## config.mk

```make
export PLATFORM = sky130hd
export DESIGN_NAME = led_bcm_scheduler
export DESIGN_NICKNAME = d
export VERILOG_FILES = /design/src/rtl/led_pkg.sv /design/src/rtl/led_bcm_timer.sv /design/src/rtl/led_bcm_scheduler.sv
export SDC_FILE = /design/constraint.sdc
export NUM_CORES = 1
export LEC_CHECK = 0
export ABC_AREA = 1
export CAP_MARGIN = 20
export CORE_AREA = 3 3 75 77
export DETAILED_ROUTE_END_ITERATION = 10
export DIE_AREA = 0 0 78 80
export HOLD_SLACK_MARGIN = 0.02
export PLACE_DENSITY = 0.76
export SYNTH_ARGS = -nofsm -noshare
export SYNTH_HDL_FRONTEND = slang
export SYNTH_HIERARCHICAL = 1
export SYNTH_SLANG_ARGS = --single-unit
```

## constraint.sdc

```tcl
create_clock -name clk -period 1.6 [get_ports clk]
set_input_delay 0.32 -clock clk [delete_from_list [all_inputs] [get_ports clk]]
set_output_delay 0.32 -clock clk [all_outputs]
set_load 0.005 [all_outputs]
```

## src/rtl/led_pkg.sv

```systemverilog
// led_pkg: shared definitions for the HUB75 BCM scan scheduler.
//   - one-hot state encodings S_IDLE .. S_DRAIN (ST_W bits)
//   - PANEL_COLS: columns shifted by the row shifter per request
//   - plane_time(base, p): display cycles of bit plane p (base << p)
package led_pkg;

   localparam int ST_W = 7;

   localparam logic [ST_W-1:0] S_IDLE    = 7'b0000001;
   localparam logic [ST_W-1:0] S_SHIFT   = 7'b0000010;
   localparam logic [ST_W-1:0] S_WAIT    = 7'b0000100;
   localparam logic [ST_W-1:0] S_BLANK   = 7'b0001000;
   localparam logic [ST_W-1:0] S_LATCH   = 7'b0010000;
   localparam logic [ST_W-1:0] S_UNBLANK = 7'b0100000;
   localparam logic [ST_W-1:0] S_DRAIN   = 7'b1000000;

   localparam int PANEL_COLS = 64;

   // Binary weight of a bit plane: the LSB plane shows for base cycles,
   // every higher plane doubles that.
   function automatic logic [31:0] plane_time(input logic [31:0] base,
                                              input int unsigned p);
      return base << p;
   endfunction

endpackage

```

## src/rtl/led_bcm_timer.sv

```systemverilog
// led_bcm_timer: display-time down-counter for one BCM slot.
// Optional feature macro: LED_BCM_SCHEDULER_BRIGHTNESS_EN (adds brightness
// input and an early end-of-display compare).
// Ports:
//   clk, reset   clock, asynchronous active-high reset
//   load         load load_val into the counter this cycle
//   load_val     display cycles of the plane about to be shown
//   brightness   (feature only) 8-bit global brightness, sampled at load
//   done         counter is zero: the slot's display time has elapsed
//   expire       display window over: blank may rise (equals done when the
//                brightness feature is off)
module led_bcm_timer #(
   parameter int CNT_W = 16
) (
   input  logic             clk,
   input  logic             reset,
   input  logic             load,
   input  logic [CNT_W-1:0] load_val,
`ifdef LED_BCM_SCHEDULER_BRIGHTNESS_EN
   input  logic [7:0]       brightness,
`endif
   output logic             done,
   output logic             expire
);

   logic [CNT_W-1:0] disp_cnt;

`ifdef LED_BCM_SCHEDULER_BRIGHTNESS_EN
   // on_len = (T * (brightness+1)) >> 8, never below one cycle. The counter
   // still runs the full T so the slot length is unchanged; only the lit
   // window shrinks. thresh is the counter value at which on_len cycles of
   // display have elapsed.
   logic [CNT_W+8:0] scaled;
   logic [CNT_W-1:0] on_len;
   logic [CNT_W-1:0] thresh;

   always_comb begin
      scaled = (CNT_W+9)'(load_val) * (CNT_W+9)'(brightness)
             + (CNT_W+9)'(load_val);
      on_len = CNT_W'(scaled >> 8);
      if (on_len == '0) on_len = CNT_W'(1);
   end

   always_ff @(posedge clk or posedge reset) begin
      if (reset) begin
         disp_cnt <= '0;
         thresh   <= '0;
      end else if (load) begin
         disp_cnt <= load_val;
         thresh   <= load_val - on_len;
      end else if (disp_cnt != '0) begin
         disp_cnt <= disp_cnt - CNT_W'(1);
      end
   end

   assign expire = (disp_cnt <= thresh);
`else
   always_ff @(posedge clk or posedge reset) begin
      if (reset) begin
         disp_cnt <= '0;
      end else if (load) begin
         disp_cnt <= load_val;
      end else if (disp_cnt != '0) begin
         disp_cnt <= disp_cnt - CNT_W'(1);
      end
   end

   assign expire = (disp_cnt == '0);
`endif

   assign done = (disp_cnt == '0);

endmodule

```

## src/rtl/led_bcm_scheduler.sv

```systemverilog
// led_bcm_scheduler: HUB75 scan sequencer for binary-coded modulation.
// Walks every (row, plane) pair, plane fastest. For each pair it requests a
// column shift, then blanks, latches and readdresses the panel, then shows
// the plane for BASE_CYCLES<<plane cycles while the next plane is shifted.
// Optional feature macro: LED_BCM_SCHEDULER_BRIGHTNESS_EN (brightness port,
// shortens the lit part of every slot).
// Ports:
//   clk, reset   clock, asynchronous active-high reset
//   enable       run the scan; low -> finish current slot and idle blanked
//   shift_req    request to shift row shift_row / plane shift_plane
//   shift_done   one-cycle pulse from the shifter, counted only while
//                shift_req is high (including its first cycle)
//   shift_row    row being shifted
//   shift_plane  plane being shifted (during S_LATCH: plane being latched)
//   led_addr     panel row address, changes only when entering S_LATCH
//   led_blank    panel blank/OE, active high
//   led_latch    panel latch strobe, high for the S_LATCH cycle
//   frame_tick   one-cycle pulse after the last (row, plane) is latched
//   brightness   (feature only) 8-bit global brightness
//   state        one-hot FSM state, debug visibility
// Handshake: shift_req rises when entering S_SHIFT and stays high until a
// cycle in which shift_done is high; it drops on the following edge. It is
// never withdrawn otherwise (reset excepted), and shift_done seen while
// shift_req is low has no effect.
module led_bcm_scheduler
   import led_pkg::*;
#(
   parameter int ADDR_W      = 5,
   parameter int PLANES      = 8,
   parameter int BASE_CYCLES = 4,
   parameter int CNT_W       = 16
) (
   input  logic                       clk,
   input  logic                       reset,
   input  logic                       enable,
   output logic                       shift_req,
   input  logic                       shift_done,
   output logic [ADDR_W-1:0]          shift_row,
   output logic [$clog2(PLANES)-1:0]  shift_plane,
   output logic [ADDR_W-1:0]          led_addr,
   output logic                       led_blank,
   output logic                       led_latch,
   output logic                       frame_tick,
`ifdef LED_BCM_SCHEDULER_BRIGHTNESS_EN
   input  logic [7:0]                 brightness,
`endif
   output logic [ST_W-1:0]            state
);

   localparam int PLANE_W = $clog2(PLANES);

   logic [ST_W-1:0]    next_state;

   logic               disp_done;
   logic               disp_expire;
   logic               load_cnt;
   logic [CNT_W-1:0]   load_val;

   logic               shift_req_nx;
   logic [ADDR_W-1:0]  shift_row_nx;
   logic [PLANE_W-1:0] shift_plane_nx;
   logic [ADDR_W-1:0]  led_addr_nx;
   logic               led_blank_nx;
   logic               led_latch_nx;
   logic               frame_tick_nx;

   // The counter is loaded on the LATCH->UNBLANK edge, so it already holds
   // the plane's full time during S_UNBLANK and reaches zero exactly
   // T cycles later: display lasts T cycles and a slot is max(T, shift)+3.
   assign load_val = CNT_W'(plane_time(32'(BASE_CYCLES), 32'(shift_plane)));

   led_bcm_timer #(
      .CNT_W (CNT_W)
   ) u_timer (
      .clk        (clk),
      .reset      (reset),
      .load       (load_cnt),
      .load_val   (load_val),
`ifdef LED_BCM_SCHEDULER_BRIGHTNESS_EN
      .brightness (brightness),
`endif
      .done       (disp_done),
      .expire     (disp_expire)
   );

   // State and output registers.
   always_ff @(posedge clk or posedge reset) begin
      if (reset) begin
         state       <= S_IDLE;
         shift_req   <= 1'b0;
         shift_row   <= '0;
         shift_plane <= '0;
         led_addr    <= '0;
         led_blank   <= 1'b1;
         led_latch   <= 1'b0;
         frame_tick  <= 1'b0;
      end else begin
         state       <= next_state;
         shift_req   <= shift_req_nx;
         shift_row   <= shift_row_nx;
         shift_plane <= shift_plane_nx;
         led_addr    <= led_addr_nx;
         led_blank   <= led_blank_nx;
         led_latch   <= led_latch_nx;
         frame_tick  <= frame_tick_nx;
      end
   end

   // Next-state logic.
   always_comb begin
      next_state = state;
      case (state)
         S_IDLE: begin
            if (enable) next_state = S_SHIFT;
         end
         S_SHIFT: begin
            // shift_req is always high in this state, so shift_done here
            // is a valid handshake.
            if (shift_done) next_state = disp_done ? S_BLANK : S_WAIT;
         end
         S_WAIT: begin
            if (disp_done) next_state = S_BLANK;
         end
         S_BLANK: begin
            next_state = S_LATCH;
         end
         S_LATCH: begin
            next_state = S_UNBLANK;
         end
         S_UNBLANK: begin
            next_state = enable ? S_SHIFT : S_DRAIN;
         end
         S_DRAIN: begin
            if (disp_done) next_state = S_IDLE;
         end
         default: begin
            next_state = S_IDLE;
         end
      endcase
   end

   // Output logic: next values of the registered outputs.
   always_comb begin
      shift_req_nx   = (next_state == S_SHIFT);
      led_latch_nx   = (next_state == S_LATCH);
      led_addr_nx    = led_addr;
      led_blank_nx   = led_blank;
      shift_row_nx   = shift_row;
      shift_plane_nx = shift_plane;
      frame_tick_nx  = 1'b0;
      load_cnt       = 1'b0;

      // Address moves together with the latch strobe.
      if (next_state == S_LATCH) led_addr_nx = shift_row;

      case (state)
         S_LATCH: begin
            // shift_plane still names the plane being latched; load its
            // display time, then step to the next (row, plane) pair.
            load_cnt = 1'b1;
            if (shift_plane == PLANE_W'(PLANES - 1)) begin
               shift_plane_nx = '0;
               shift_row_nx   = shift_row + ADDR_W'(1);
               if (shift_row == '1) frame_tick_nx = 1'b1;
            end else begin
               shift_plane_nx = shift_plane + PLANE_W'(1);
            end
         end
         S_UNBLANK: begin
            led_blank_nx = 1'b0;
         end
         S_SHIFT, S_WAIT, S_DRAIN: begin
            // End the lit window as soon as the display time is used up,
            // even if the next shift is still running, so each plane keeps
            // its binary weight.
            if (disp_expire) led_blank_nx = 1'b1;
         end
         default: begin
         end
      endcase

      if (next_state == S_BLANK || next_state == S_IDLE) led_blank_nx = 1'b1;
   end

endmodule

```

Yosys cells after proc, flatten, opt, wreduce, memory -nomap -nowiden
Cells that the tools add are included.
{"block": "totals", "register_bits": 40, "input_bits": 4, "out_inout_bits": 24, "elab_cells": 52}
{"block": "op_classes", "n_addsub": 3, "n_eq_ne": 14, "n_shift": 1, "mux": 17, "n_reduce_logical": 8}
{"cell": "7-bit case mux with 7 select lines", "count": 1}
{"cell": "7-bit two-way mux", "count": 5}
{"cell": "16-bit two-way mux", "count": 2}
{"cell": "16-bit zero test", "count": 1}
{"cell": "16-bit nonzero test", "count": 1}
{"cell": "3-bit by 3-bit left shift with 16-bit output (first input constant)", "count": 1}
{"cell": "16-bit by 1-bit subtractor with 16-bit output (second input constant)", "count": 1}
{"cell": "7-bit by 1-bit == test with 1-bit output (second input constant)", "count": 2}
{"cell": "7-bit by 2-bit == test with 1-bit output (second input constant)", "count": 2}
{"cell": "7-bit by 4-bit == test with 1-bit output (second input constant)", "count": 2}
{"cell": "7-bit by 5-bit == test with 1-bit output (second input constant)", "count": 2}
{"cell": "7-bit by 3-bit == test with 1-bit output (second input constant)", "count": 1}
{"cell": "7-bit by 6-bit == test with 1-bit output (second input constant)", "count": 1}
{"cell": "7-bit == test (second input constant)", "count": 1}
{"cell": "1-bit two-way mux", "count": 6}
{"cell": "5-bit by 1-bit adder with 5-bit output (second input constant)", "count": 1}
{"cell": "5-bit == test (second input constant)", "count": 1}
{"cell": "4-bit two-way mux", "count": 1}
{"cell": "2-bit AND reduction", "count": 2}
{"cell": "3-bit by 1-bit adder with 3-bit output (second input constant)", "count": 1}
{"cell": "3-bit == test (second input constant)", "count": 1}
{"cell": "3-bit two-way mux", "count": 1}
{"cell": "3-bit inequality test (second input constant)", "count": 1}
{"cell": "3-bit nonzero test", "count": 1}
{"cell": "4 further kinds", "count": 4}

Longest topological paths before layout
Gate-level depths: netlist (run 1).
{"block": "depth", "depth_word": 8, "depth_mapped": 12, "ltp_nobuf": 12}

Cells and area by module
The synthesis (run 1) kept the hierarchy.
{"module": "led_bcm_scheduler", "instances": 1, "cells_each": 154, "area_per_inst_um2": 1292.5, "seq_area_each_um2": 603.1}
{"module": "led_bcm_timer", "instances": 1, "cells_each": 170, "area_per_inst_um2": 1221.2, "seq_area_each_um2": 400.4}

Worst setup path after synthesis (run 1)
Ideal clock, no wire load.
{"block": "synth_timing", "path_kind": "register to register", "startpoint": "register u_timer.disp_cnt[0]", "endpoint": "register led_blank", "setup_time_ns": 0.086, "arrival_time_ns": 1.612, "required_time_ns": 1.514, "path_slack_ns": -0.098, "stages_incl_launch_ff": 11, "path_buffers": 1, "synth_period_minus_slack_ns": 1.698, "cell_sequence": "dfrtp_1 -> inv_1 -> ha_1 -> nand3_4 -> nor2_8 -> nand3_4 -> inv_1 -> buf_4 -> or2_2 -> a21boi_1 -> nand3_1"}
{"block": "synth_between", "elab_chain_len": 8, "word_cells_on_any_way": 13, "cone_classes": "eq/ne (3); mux (6); reduce/logical (4)"}
{"item": "start: declaration", "line_no": "led_bcm_timer.sv:26", "rtl": "logic [CNT_W-1:0] disp_cnt;"}
{"item": "start signal: assignment", "line_no": "led_bcm_timer.sv:62", "rtl": "disp_cnt <= load_val;"}
{"item": "start signal: assignment", "line_no": "led_bcm_timer.sv:64", "rtl": "disp_cnt <= disp_cnt - CNT_W'(1);"}
{"item": "16-bit zero test (*)", "line_no": "led_bcm_timer.sv:71", "rtl": "assign done = (disp_cnt == '0);"}
{"item": "net disp_done", "line_no": "led_bcm_scheduler.sv:54", "rtl": "logic disp_done;"}
{"item": "4-bit two-way mux", "line_no": "led_bcm_scheduler.sv:119", "rtl": "if (shift_done) next_state = disp_done ? S_BLANK : S_WAIT;"}
{"item": "7-bit two-way mux", "line_no": "led_bcm_scheduler.sv:119"}
{"item": "7-bit case mux with 7 select lines", "line_no": "led_bcm_scheduler.sv:112", "rtl": "case (state)"}
{"item": "7-bit by 4-bit == test with 1-bit output or 7-bit by 1-bit == test with 1-bit output (tied branches)", "line_no": "led_bcm_scheduler.sv:182", "rtl": "if (next_state == S_BLANK || next_state == S_IDLE) led_blank_nx = 1'b1;"}
{"item": "1-bit logical OR", "line_no": "led_bcm_scheduler.sv:182"}
{"item": "3-bit inequality test (no source line) or 3-bit nonzero test (tied branches)"}
{"item": "2-bit AND reduction (no source line)"}
{"item": "end signal: assignment", "line_no": "led_bcm_scheduler.sv:103", "rtl": "led_blank <= led_blank_nx;"}
{"item": "end: declaration", "line_no": "led_bcm_scheduler.sv:41", "rtl": "output logic led_blank,"}
The timed path passes the listed nets; every way through them passes the cells marked *.
A chain may end at the register's enable or synchronous reset.

Final worst setup path (run 1)
{"block": "layout_timing", "startpoint": "register u_timer.disp_cnt[1]", "endpoint": "register led_blank"}
{"block": "layout_between", "elab_chain_len": 8, "word_cells_on_any_way": 13, "cone_classes": "eq/ne (3); mux (6); reduce/logical (4)"}
{"item": "16-bit zero test (*)", "line_no": "led_bcm_timer.sv:71"}
{"item": "net disp_done", "line_no": "led_bcm_scheduler.sv:54"}
{"item": "4-bit two-way mux", "line_no": "led_bcm_scheduler.sv:119"}
{"item": "7-bit two-way mux", "line_no": "led_bcm_scheduler.sv:119"}
{"item": "7-bit case mux with 7 select lines (*)", "line_no": "led_bcm_scheduler.sv:112"}
{"item": "net next_state[3]", "line_no": "led_bcm_scheduler.sv:52", "rtl": "logic [ST_W-1:0] next_state;"}
{"item": "7-bit by 4-bit == test with 1-bit output or 7-bit by 1-bit == test with 1-bit output (tied branches)", "line_no": "led_bcm_scheduler.sv:182"}
{"item": "1-bit logical OR (*)", "line_no": "led_bcm_scheduler.sv:182"}
{"item": "3-bit inequality test (no source line) or 3-bit nonzero test (tied branches)"}
{"item": "2-bit AND reduction (no source line)"}
Marks and branches as above.

==> summary.txt, run 1 <==
Vias per cell -> 4.60
Buffers on Ports -> 27
Final GP Congestion -> 0.848
Reg2reg path depth -> 12
Initial Util -> 0.495
Critical Setup Path Class -> reg -> reg
Total Power -> 3.61 mW
CP required -> 1850 ps
H-tree levels -> 2
Clock transition at the registers of the reported paths -> 80 ps
Setup crit start kind -> flip-flop
Filler Cells Inserted -> 446
Clock Skew -> 5.36 ps
R2R Setup Slk -> 20 ps
DR iter-0 viols -> 102
Top cells by area, synth -> dfrtp_1 (38%), nand2_1 (13%), inv_1 (7.3%)
P&R area growth vs syn -> 29.5%
CTS tree -> done
Crit Path Max Fanout -> 5
Period utilization -> 0.990
Vias in the first global route -> 2080
CTS Sinks -> 40
Root Driver -> clkbuf_8
Antenna violations before repair -> 0
Power Density -> 1110 nW/um^2
Total routed wirelength -> 5300 um
Mapped Area -> 2510 um^2
Post-Route Utilization -> 0.642
Cts hold-fix bufs -> 0
CP Capture Type -> flip-flop
Initial DRT Pass Iterations -> 4
Area occupied by multi-input gates -> 1350 um^2
Die span in y -> 80 um
Layout cells sized above 1 -> 0.247
Yosys cell types -> 33
FF/Latch Area -> 1010 um^2
Sequential share of the synthesized area -> 0.399
Worst reg2reg startpoint -> u_timer/disp_cnt[1]
GRT Total Usage -> 0.180
Most common cell after layout, fill and taps aside -> nand2_1
Syn avg cell area -> 7.76 um^2
Overflow after GRT -> 0
Maximum vdd ir drop -> 0.000819 V
Worst endpoint data arrival time -> 1830 ps
Dpl hpwl -> 3850 um
Die area -> 6240 um^2
CTS buffer count -> 5
Fin crit period -> 1580 ps
DR DRC count -> 0
First-pass GRT wire length -> 9010 um
Worst Setup SP -> u_timer/disp_cnt[1]
Final net count -> 404
Commonest cells after routing, fill and taps aside -> nand2_1 (84), inv_1 (44), nor2_1 (37)
Routed len/inst -> 11.5 um
Max Slew Vio Count -> 0
Status -> finished clean
Yosys warning count -> 6
Die Span X -> 78 um
CORE AREA -> 5070 um^2
Top cell type's share of synthesized area -> 0.378
FF-to-FF End -> led_blank
Inserted Diodes -> 0
Final setup fails -> 0
Clk buf depth -> 2
Final hold vios -> 0
Vias -> 2127
Hold Path Class -> in -> async
Ports -> 28
Leak -> 1.76 nW
Max-cap viol count -> 0
Mapped Cells -> 324
ANT nets after route -> 0
Site Rows -> 26
Post-synthesis cell type with the largest combined area -> dfrtp_1
Clock Latency Late Sink -> 300 ps
Setup TNS -> 0 ps
FMAX -> 631 MHz
#FFs+latches synth -> 40
RSZ-0062 raised after global routing -> true
Largest net degree at the start of global routing -> 25
where the power goes:
part | switching (mW) | internal, mW | leakage, nW
logic | 0.811 | 0.662 | 1.23
registers | 0.203 | 1.22 | 0.494
clock network | 0.401 | 0.309 | 0.0404
total | 1.41 | 2.19 | 1.76
worst max-delay path: stages, from the launching register on:
cell and delay, ps:
dfrtp_1 390, inv_2 90, ha_4 150, nand3_4 110, nor2_8 140, nand3_4 80
inv_4 90, inv_2 40, nand2_2 70, o21ai_2 60, o21ai_1 170, inv_1 60
nand3_1 80
layout make-up:
class,count,share of cell area
clock buffers,5,0.0211
inverters,51,0.0596
repair buffers,59,0.159
clock inverters,3,0.00730
multi-input cells,234,0.416
flip-flops and latches,40,0.310
well taps,70,0.0269
through the flow:
step	cell area (um^2)	hold slack (ps)	cells	setup WS, ps
finish	3260	370	462	16.3
global route	3260	410	462	-84.8
CTS	3140	362	453	3.00
detailed placement	3000	464	439	-21.2
global placement	3000	466	439	59.6
floorplan	2550	234	331	25.6
logic make-up (layout without fill, tap and decap cells):
logic type	count (synthesis)	in the layout	share of synthesized area
and+or+nand+nor	177	177	0.359
buffers and inverters	57	118	0.0896
adders and majority gates	9	9	0.0448
muxes	2	2	0.0119
xor gates and xnor gates	8	8	0.0279
other	1	8	0.00149
AOI/OAI and AO/OA	30	30	0.0657
DFF	40	40	0.399
worst max-delay path by stage:
stage                 to  cells past startpoint
2_1_floorplan  led_blank                     10
3_3_place_gp   led_blank                     12
3_5_place_dp   led_blank                     12
4_1_cts        led_blank                     11
5_1_grt        led_blank                     12
6_report       led_blank                     12
what timing repair did:
action,CTS,global route
buffers inserted,6,9
gates cloned,0,0
gates resized for setup,8,20
pin swaps,1,7
endpoints found under the setup margin,9,20
routing by layer:
layer | track usage | share of wire | vias to the layer above
met2 | 0.326 | 0.51 | 34
met1 | 0.211 | 0.44 | 975
met5 | 0 | 0 | -
li1 | - | - | 1111
met3 | 0.0339 | 0.038 | 7
met4 | 0.0664 | 0.015 | 0
cell usage after synthesis (all sizes together):
master and count:
o21bai 3, o32ai 1, mux2 2, o22ai 1
a21boi 1, buf 5, or2 4, o21ai 19
nand2 94, nand4 2, dfrtp 38, inv 51
dfstp 2, nor2 56, ha 9, conb 1
nand3 19, a21oi 5, nor3 2, clkbuf 1
xor2 6, xnor2 2
flip-flops by register name (all words and copies together) (netlist names):
register	count
shift_row	5
led_latch	1
shift_req	1
state	7
frame_tick	1
shift_plane	3
led_addr	5
u_timer/disp_cnt	16
led_blank	1
(Power assumes the default switching activity.)
==> inputs of run 2 (changes only) <==
--- a/config.mk
+++ b/config.mk
@@ -12,6 +12,7 @@
 export DIE_AREA = 0 0 78 80
 export HOLD_SLACK_MARGIN = 0.02
 export PLACE_DENSITY = 0.76
+export SLEW_MARGIN = 5
 export SYNTH_ARGS = -nofsm -noshare
 export SYNTH_HDL_FRONTEND = slang
 export SYNTH_HIERARCHICAL = 1
==> results of run 2 <==
No change in the layout: final DEF, timing and power equal those of run 1.
